$ cat src/rtl/regfile_sb.sv
// regfile_sb: parametrised register file with a per-register pending-write
// scoreboard and a multi-cycle clear sequencer.
//   - Register 0 reads as zero, is never busy, and ignores writes/issues.
//   - The clear sweep zeroes registers 1..DEPTH-1, one per cycle, without reset.
//   - Optional macro REGFILE_BYPASS_EN enables same-cycle write-through
//     forwarding on the read ports (and on debug when DEBUG_REG is written).
module regfile_sb #(
  parameter int DATA_WIDTH = 32,
  parameter int ADDR_WIDTH = 5,
  parameter int NUM_READ   = 2,
  parameter int DEBUG_REG  = 20
) (
  input  logic                           clock,
  input  logic                           ctrl_reset_n,
  input  logic                           ctrl_writeEnable,
  input  logic [ADDR_WIDTH-1:0]          ctrl_writeReg,
  input  logic [DATA_WIDTH-1:0]          data_writeReg,
  input  logic [NUM_READ*ADDR_WIDTH-1:0] ctrl_readReg,
  output logic [NUM_READ*DATA_WIDTH-1:0] data_readReg,
  output logic [NUM_READ-1:0]            busy_readReg,
  input  logic                           ctrl_issueEnable,
  input  logic [ADDR_WIDTH-1:0]          ctrl_issueReg,
  input  logic                           ctrl_clear,
  output logic                           clear_busy,
  output logic [DATA_WIDTH-1:0]          debug
);

  localparam int DEPTH = 2 ** ADDR_WIDTH;

  localparam logic [0:0] ST_IDLE  = 1'b0;
  localparam logic [0:0] ST_CLEAR = 1'b1;

  localparam logic [ADDR_WIDTH-1:0] ONE   = ADDR_WIDTH'(1);
  localparam logic [ADDR_WIDTH-1:0] LAST  = ADDR_WIDTH'(DEPTH - 1);
  localparam logic [ADDR_WIDTH-1:0] DBG_A = ADDR_WIDTH'(DEBUG_REG);

  logic [DATA_WIDTH-1:0] mem_q [DEPTH];
  logic [DEPTH-1:0]      pend_q, pend_d;
  logic [0:0]            state_q, state_d;
  logic [ADDR_WIDTH-1:0] cnt_q, cnt_d;

  logic idle;
  logic wr_ok;
  logic iss_ok;

  assign idle   = (state_q == ST_IDLE);
  assign wr_ok  = idle && ctrl_writeEnable && (ctrl_writeReg != '0);
  assign iss_ok = idle && ctrl_issueEnable && (ctrl_issueReg != '0);

  assign clear_busy = (state_q == ST_CLEAR);

  // Clear sequencer next state: start the sweep at register 1, stop after the last one.
  always_comb begin
    state_d = state_q;
    cnt_d   = cnt_q;
    case (state_q)
      ST_IDLE: begin
        if (ctrl_clear) begin
          state_d = ST_CLEAR;
          cnt_d   = ONE;
        end
      end
      default: begin
        if (cnt_q == LAST) begin
          state_d = ST_IDLE;
          cnt_d   = '0;
        end else begin
          cnt_d = cnt_q + ONE;
        end
      end
    endcase
  end

  // Scoreboard next state: a write retires its register, an issue (applied last) marks it pending.
  always_comb begin
    pend_d = pend_q;
    if (wr_ok) pend_d[ctrl_writeReg] = 1'b0;
    if (iss_ok) pend_d[ctrl_issueReg] = 1'b1;
    if (!idle) pend_d[cnt_q] = 1'b0;
    pend_d[0] = 1'b0;
  end

  // Control state: FSM, sweep counter and pending bits.
  always_ff @(posedge clock or negedge ctrl_reset_n) begin
    if (!ctrl_reset_n) begin
      state_q <= ST_IDLE;
      cnt_q   <= '0;
      pend_q  <= '0;
    end else begin
      state_q <= state_d;
      cnt_q   <= cnt_d;
      pend_q  <= pend_d;
    end
  end

  // Register array: writeback in IDLE, one register zeroed per cycle while sweeping.
  always_ff @(posedge clock or negedge ctrl_reset_n) begin
    if (!ctrl_reset_n) begin
      for (int i = 0; i < DEPTH; i++) mem_q[i] <= '0;
    end else if (wr_ok) begin
      mem_q[ctrl_writeReg] <= data_writeReg;
    end else if (!idle) begin
      mem_q[cnt_q] <= '0;
    end
  end

  for (genvar k = 0; k < NUM_READ; k++) begin : g_rd
    logic [ADDR_WIDTH-1:0] ra;
    logic [DATA_WIDTH-1:0] rd;
    logic                  bz;

    assign ra = ctrl_readReg[k*ADDR_WIDTH +: ADDR_WIDTH];

    // Combinational read port; outputs held at zero for r0 and while reset is asserted.
    always_comb begin
      rd = mem_q[ra];
      bz = pend_q[ra];
`ifdef REGFILE_BYPASS_EN
      if (wr_ok && (ra == ctrl_writeReg)) begin
        rd = data_writeReg;
        bz = iss_ok && (ctrl_issueReg == ra);
      end
`endif
      if ((ra == '0) || !ctrl_reset_n) begin
        rd = '0;
        bz = 1'b0;
      end
    end

    assign data_readReg[k*DATA_WIDTH +: DATA_WIDTH] = rd;
    assign busy_readReg[k] = bz;
  end

  // Debug mirror of DEBUG_REG, forwarded only when that register is being written.
  always_comb begin
    debug = mem_q[DBG_A];
`ifdef REGFILE_BYPASS_EN
    if (wr_ok && (ctrl_writeReg == DBG_A)) debug = data_writeReg;
`endif
    if ((DBG_A == '0) || !ctrl_reset_n) debug = '0;
  end

endmodule

$ cat config.mk
export PLATFORM = sky130hd
export DESIGN_NAME = regfile_sb
export DESIGN_NICKNAME = d
export VERILOG_FILES = /design/src/rtl/regfile_sb.sv
export SDC_FILE = /design/constraint.sdc
export NUM_CORES = 2
export LEC_CHECK = 0
export ABC_AREA = 0
export CORE_ASPECT_RATIO = 0.5
export CORE_UTILIZATION = 50
export CTS_CLUSTER_DIAMETER = 150
export DETAILED_ROUTE_END_ITERATION = 12
export MAX_ROUTING_LAYER = met4
export PLACE_DENSITY_LB_ADDON = 0.1
export SYNTH_ARGS = -nofsm -noshare
export SYNTH_HDL_FRONTEND = slang
export SYNTH_SLANG_ARGS = --single-unit
$ cat constraint.sdc
create_clock -name clock -period 5.3 [get_ports clock]
set_input_delay 0.795 -clock clock [delete_from_list [all_inputs] [get_ports clock]]
set_output_delay 0.795 -clock clock [all_outputs]
set_load 0.01 [all_outputs]
# Yosys cells after proc, flatten, opt, wreduce, memory -nomap -nowiden
# Index checks and enable logic that the tools add are counted.
# W data, S select, Z words.
word_totals:
  regBits: 1061
  input_bits: 57
  output_inout_bits: 99
  wordCells: 118
classes:
  addsub: 1
  magnitude_cmp: 14
  eq_ne: 1
  muxes: 37
  n_bitwise: 12
  n_reduce_logical: 18
op_table:
  columns: ["op", "count"]
  rows:
  - ["$mux W1024", 2]
  - ["$and A1024 B1024 Y1024", 1]
  - ["$bwmux W1024", 1]
  - ["$not A1024 Y1024", 1]
  - ["$mux W32", 12]
  - ["$bmux W32 S5", 2]
  - ["$demux W32 S5", 2]
  - ["$and A32 B32 Y32", 2]
  - ["$not A32 Y32", 2]
  - ["$or A32 B32 Y32", 1]
  - ["$lt A5 B6 Y1 const B", 5]
  - ["$ge A6 B6 Y1 const B", 4]
  - ["$not A5 Y6", 4]
  - ["$demux W1 S5", 3]
  - ["$ge A5 B1 Y1 const B", 3]
  - ["$mux W5", 3]
  - ["$lt A6 B1 Y1 const B", 2]
  - ["$bmux W1 S5", 2]
  - ["$logic_not A5 Y1", 2]
  - ["$mux W1", 10]
  - ["$reduce_bool A5 Y1", 2]
  - ["$logic_and A1 B1 Y1", 9]
  - ["$add A5 B1 Y5 const B", 1]
  - ["$eq A5 B5 Y1 const B", 1]
  - ["other kinds (4)", 6]

# Depth between registers and ports, before layout
depth:
  word_depth: 11
  depth_mapped: 9

# Worst setup path before layout
# Ideal clock, no wire load.
synth_timing:
  path_type: "input to output"
  startpoint: "in ctrl_readReg[5]"
  endpoint: "out busy_readReg[1]"
  arrival_time_ns: 2.485
  required_time_ns: 4.505
  path_slack_ns: 2.020
  path_stages: 8
  cell_sequence: "buf_2 > buf_4 > buf_2 > buf_2 > mux4_2 > a32oi_1 > nand4_1 > buf_4"
synth_between:
  elab_chain_len: 3
  word_cells_on_any_way: 5
  classes_between: "3 x mux; 2 x reduce/logical"
synth_rtl:
  columns: ["element", "line", "text"]
  rows:
  - ["start: declaration", "18", "input logic [NUM_READ*ADDR_WIDTH-1:0] ctrl_readReg,"]
  - ["$bmux W1 S5 or $logic_not A5 Y1 (tied branches)", "117, 124", null]
  - ["$mux W1 (not written as such) or $logic_or A1 B1 Y1 (tied branches)", "117, 124", null]
  - ["$mux W1 *", "124", "if ((ra == '0) || !ctrl_reset_n) begin"]
  - ["end: declaration", "20", "output logic [NUM_READ-1:0] busy_readReg,"]
# Every way passes the cells marked *; elsewhere a longest branch is shown, timed or not. The select of a mux whose other input is x is not followed.

# Final worst setup path
layout_timing:
  startpoint: "in ctrl_reset_n"
  endpoint: "out data_readReg[9]"
layout_between:
  elab_chain_len: 3
layout_rtl:
  columns: ["element", "line", "text"]
  rows:
  - ["start: declaration", "14", "input logic ctrl_reset_n,"]
  - ["$logic_not A1 Y1", null, null]
  - ["$logic_or A1 B1 Y1", "124", null]
  - ["$mux W32", "124", null]
  - ["end: declaration", "19", "output logic [NUM_READ*DATA_WIDTH-1:0] data_readReg,"]
# Every way passes these cells.

==> metrics.txt <==
status complete, no violations; drt pass-1 iters 8; Nets about 4.4k; Tot GR Track Use 43.1%; Clock transition at path regs 70 ps; fmax between 0.2 and 0.25 GHz; top cell type's share of synthesized area 48.0%; dpl ws 703 ps; CTS Buf Count 98; Slew Viols, Final 0; Crit. End Element output port; ys flop type dfrtp_1; syn avg cell area 12.7 µm²; Core Box Area 109000 µm²; critical path's slowest cell and4b_2; total DRC errors in the routed layout 0; setup TNS 0 ps; final hold vios 0; asr flop ratio synth 100%; HPWL Detailed 140000 µm; clock skew 35.9 ps; initial drt markers 7194; Post-Route WL about 230000 µm; CP startpoint kind input pin; Hold Path Class reg2reg; Chip Width 472 µm; Internal Power ~16 mW; clock period minus worst slack 4890 ps; FILL cells roughly 8.7k; critical path class in2out; Synth cell types 55; H-tree Lvls 3; vias in the first global route 45.3k; CP top delay family buffers and inverters; Critical Path RT approximately 4500 ps; slew margin rel. 12.2%; Synth area leader dfrtp_1; max-cap viol count 0; flops & latches, synth 1061; clk_lat worst skew 740 ps; Synth area leaders dfrtp_1 48%, mux4_2 16%, a22o_1 15%; DP Cell Count about 5.7k; Hold Crit Start mem_q[787]; sw frac about a third; CP bufs+invs 5; first-pass GRT wire length ~330000 µm; syn nets 4421; synthesized area 55300 µm²; crit path max fanout 44; register area share after synthesis 48.0%; DR WL/cell 39.8 µm; CTS Sinks 1061; Clock Path Buffers 3; # IOs about 160; Post-synth EDFFs 0; ratio of cells with drive above 1 in the final layout between 20% and 30%; layout overhead on the synthesized area 13.2%; worst-case reg-to-reg path depth 7; period utilization between 90 and 100%; R2R setup slack 1820 ps; top-count cell post-synth dfrtp_1; leakage between 20 and 30 nW; Worst-Margin Slew ~1300 ps; pwr/cell area 374 nW/µm²; post-route insts no fill 5862; Clk network pwr share 33.5%; slowest stage delay, CP just under 900 ps; Syn Inst Count between 4k and 5k; Min Hold Slack 520 ps; fraction of power consumed by sequential logic 42.7%; Arr. time, crit path 4100 ps; CTS tree done; NetSw 7.89 mW; cell chain of the critical path dlygate4sd3_1 -> buf_8 -> and4b_2 -> buf_4 -> buf_4 -> a21oi_1 -> nand4_1 -> clkdlybuf4s50_1; initial antenna violation count 11; global route total overflow 0; final worst setup slack about 410 ps; worst r2r dst mem_q[491]; worst hold stages 1; Initial Utilization 51.0%; final setup fails 0; unrepaired setup endpoints after global routing no; pin count of the biggest net entering global routing 130; Worst Hold End mem_q[787]; combinational power share 23.8%; number of port buffers 155; Max VDD drop 0.000300 V; Placer Congestion slightly below 1; via/cell ratio 7.79; Vias around 46k; Post-synth top cells 1061 x dfrtp_1, 929 x a22o_1, 392 x mux4_2, 348 x clkbuf_1, 270 x mux2i_1; Die Y-Extent 237 µm; die area 112000 µm²; CP dominant cell by count buf_4; Post-DRT Antenna Nets 0; reg2reg start clear_busy; synth warn 0; Core Rows 85; root buf cell clkbuf_16
[layout by cell type (no fill, tap or decap), types with 6 or more instances in the layout]
master           synthesis  routed
buf_12                   0      29
dfrtp_1               1061    1060
mux2i_1                270     270
and3_1                  42      41
nand4_1                 65      65
a32oi_1                  6       6
nand2b_1                 7       7
inv_1                   17      17
buf_4                    5     186
a31oi_1                 44      44
nor3b_1                  9       7
mux4_2                 392     392
o21ai_0                 14      14
nand2_1                261     260
a22o_1                 929     929
a2bb2oi_1                9       9
nor3_1                  13      13
nand3_2                 10      13
clkinv_2                 0      21
clkbuf_1               348      17
nor2b_1                 43      38
nor2_4                   0      34
diode_2                  0       8
nand3_1                158     155
clkdlybuf4s50_1          0     148
and2_1                  47      42
a21oi_1                 54      53
o22ai_4                  0      15
nor2_1                  44      19
a22oi_1                238     238
clkbuf_16                0     100
bufinv_16                0      12
nor3_4                   1      10
clkbuf_8                 0      23
[power groups by stage]
stage	Combinational [mW]	Sequential (mW)	Clock (mW)
final	5.58	10.0	7.85
after global routing	5.70	10.1	8.20
after CTS	5.38	9.95	7.86
after detailed placement	5.36	10.1	0
after global placement	5.29	10.0	0
after floorplan	3.19	9.74	0
[worst max path at each step]
stage | from | endpoint | slack, ps | cells past startpoint
after global routing | ctrl_reset_n | data_readReg[9] | 420 | 8
after floorplan | ctrl_readReg[5] | busy_readReg[1] | 2020 | 8
after global placement | ctrl_readReg[5] | data_readReg[62] | 680 | 8
after detailed placement | ctrl_readReg[0] | data_readReg[14] | 700 | 7
final | ctrl_reset_n | data_readReg[9] | 410 | 8
after CTS | ctrl_reset_n | data_readReg[9] | 500 | 8
[sequential cells by signal (all words and copies together) (netlist names)]
register    count
cnt_q           5
mem_q        1024
pend_q         31
clear_busy      1
[cell families (layout without fill, tap and decap cells)]
kind of cell    after synthesis  after routing  share of synthesized area (%)
fa+ha+maj                     5              5                          0.113
compound gates             1320           1320                           19.6
other cells                   0              8                              0
mux                         662            662                           20.8
buf+inv                     555            571                           4.21
xor+xnor                      2              2                         0.0317
simple gates                754            754                           7.16
flops                      1061           1061                           48.0
[layer usage]
metal / routed length [µm] / GRT usage, %
met5: 0 / -
met4: 13000 / 20.0
met3: 36700 / 17.2
met2: 96300 / 57.6
met1: 87200 / 57.2
[stage by stage]
step / instance area [µm²] / total power, mW / utilization, %
after floorplan: 55300 / 12.9 / -
after global placement: 59100 / 15.3 / 54.4
final: 62600 / 23.4 / 57.7
after detailed placement: 59100 / 15.4 / 54.4
after global routing: 62600 / 24.0 / 57.6
after CTS: 62600 / 23.2 / 57.6
[timing repair]
action	CTS	global route
setup endpoints to repair	0	0
endpoints found under the hold margin	22	0
gates resized for setup	0	0
buffers inserted	0	0
hold buffers	1	0
[final cells by class]
class                      instances  area (µm²)  share of cell area [%]
multi-input combinational       2743       27100                    43.3
sequential                      1061       26600                    42.4
inverter                          17        63.8                   0.102
antenna                            8        20.0                  0.0320
clock inverter                    43         581                   0.927
clock buffer                     140        2880                    4.60
tap                             1479        1850                    2.96
timing repair buffer             371        3570                    5.70
No activity file was read; power rests on OpenSTA's default activity.
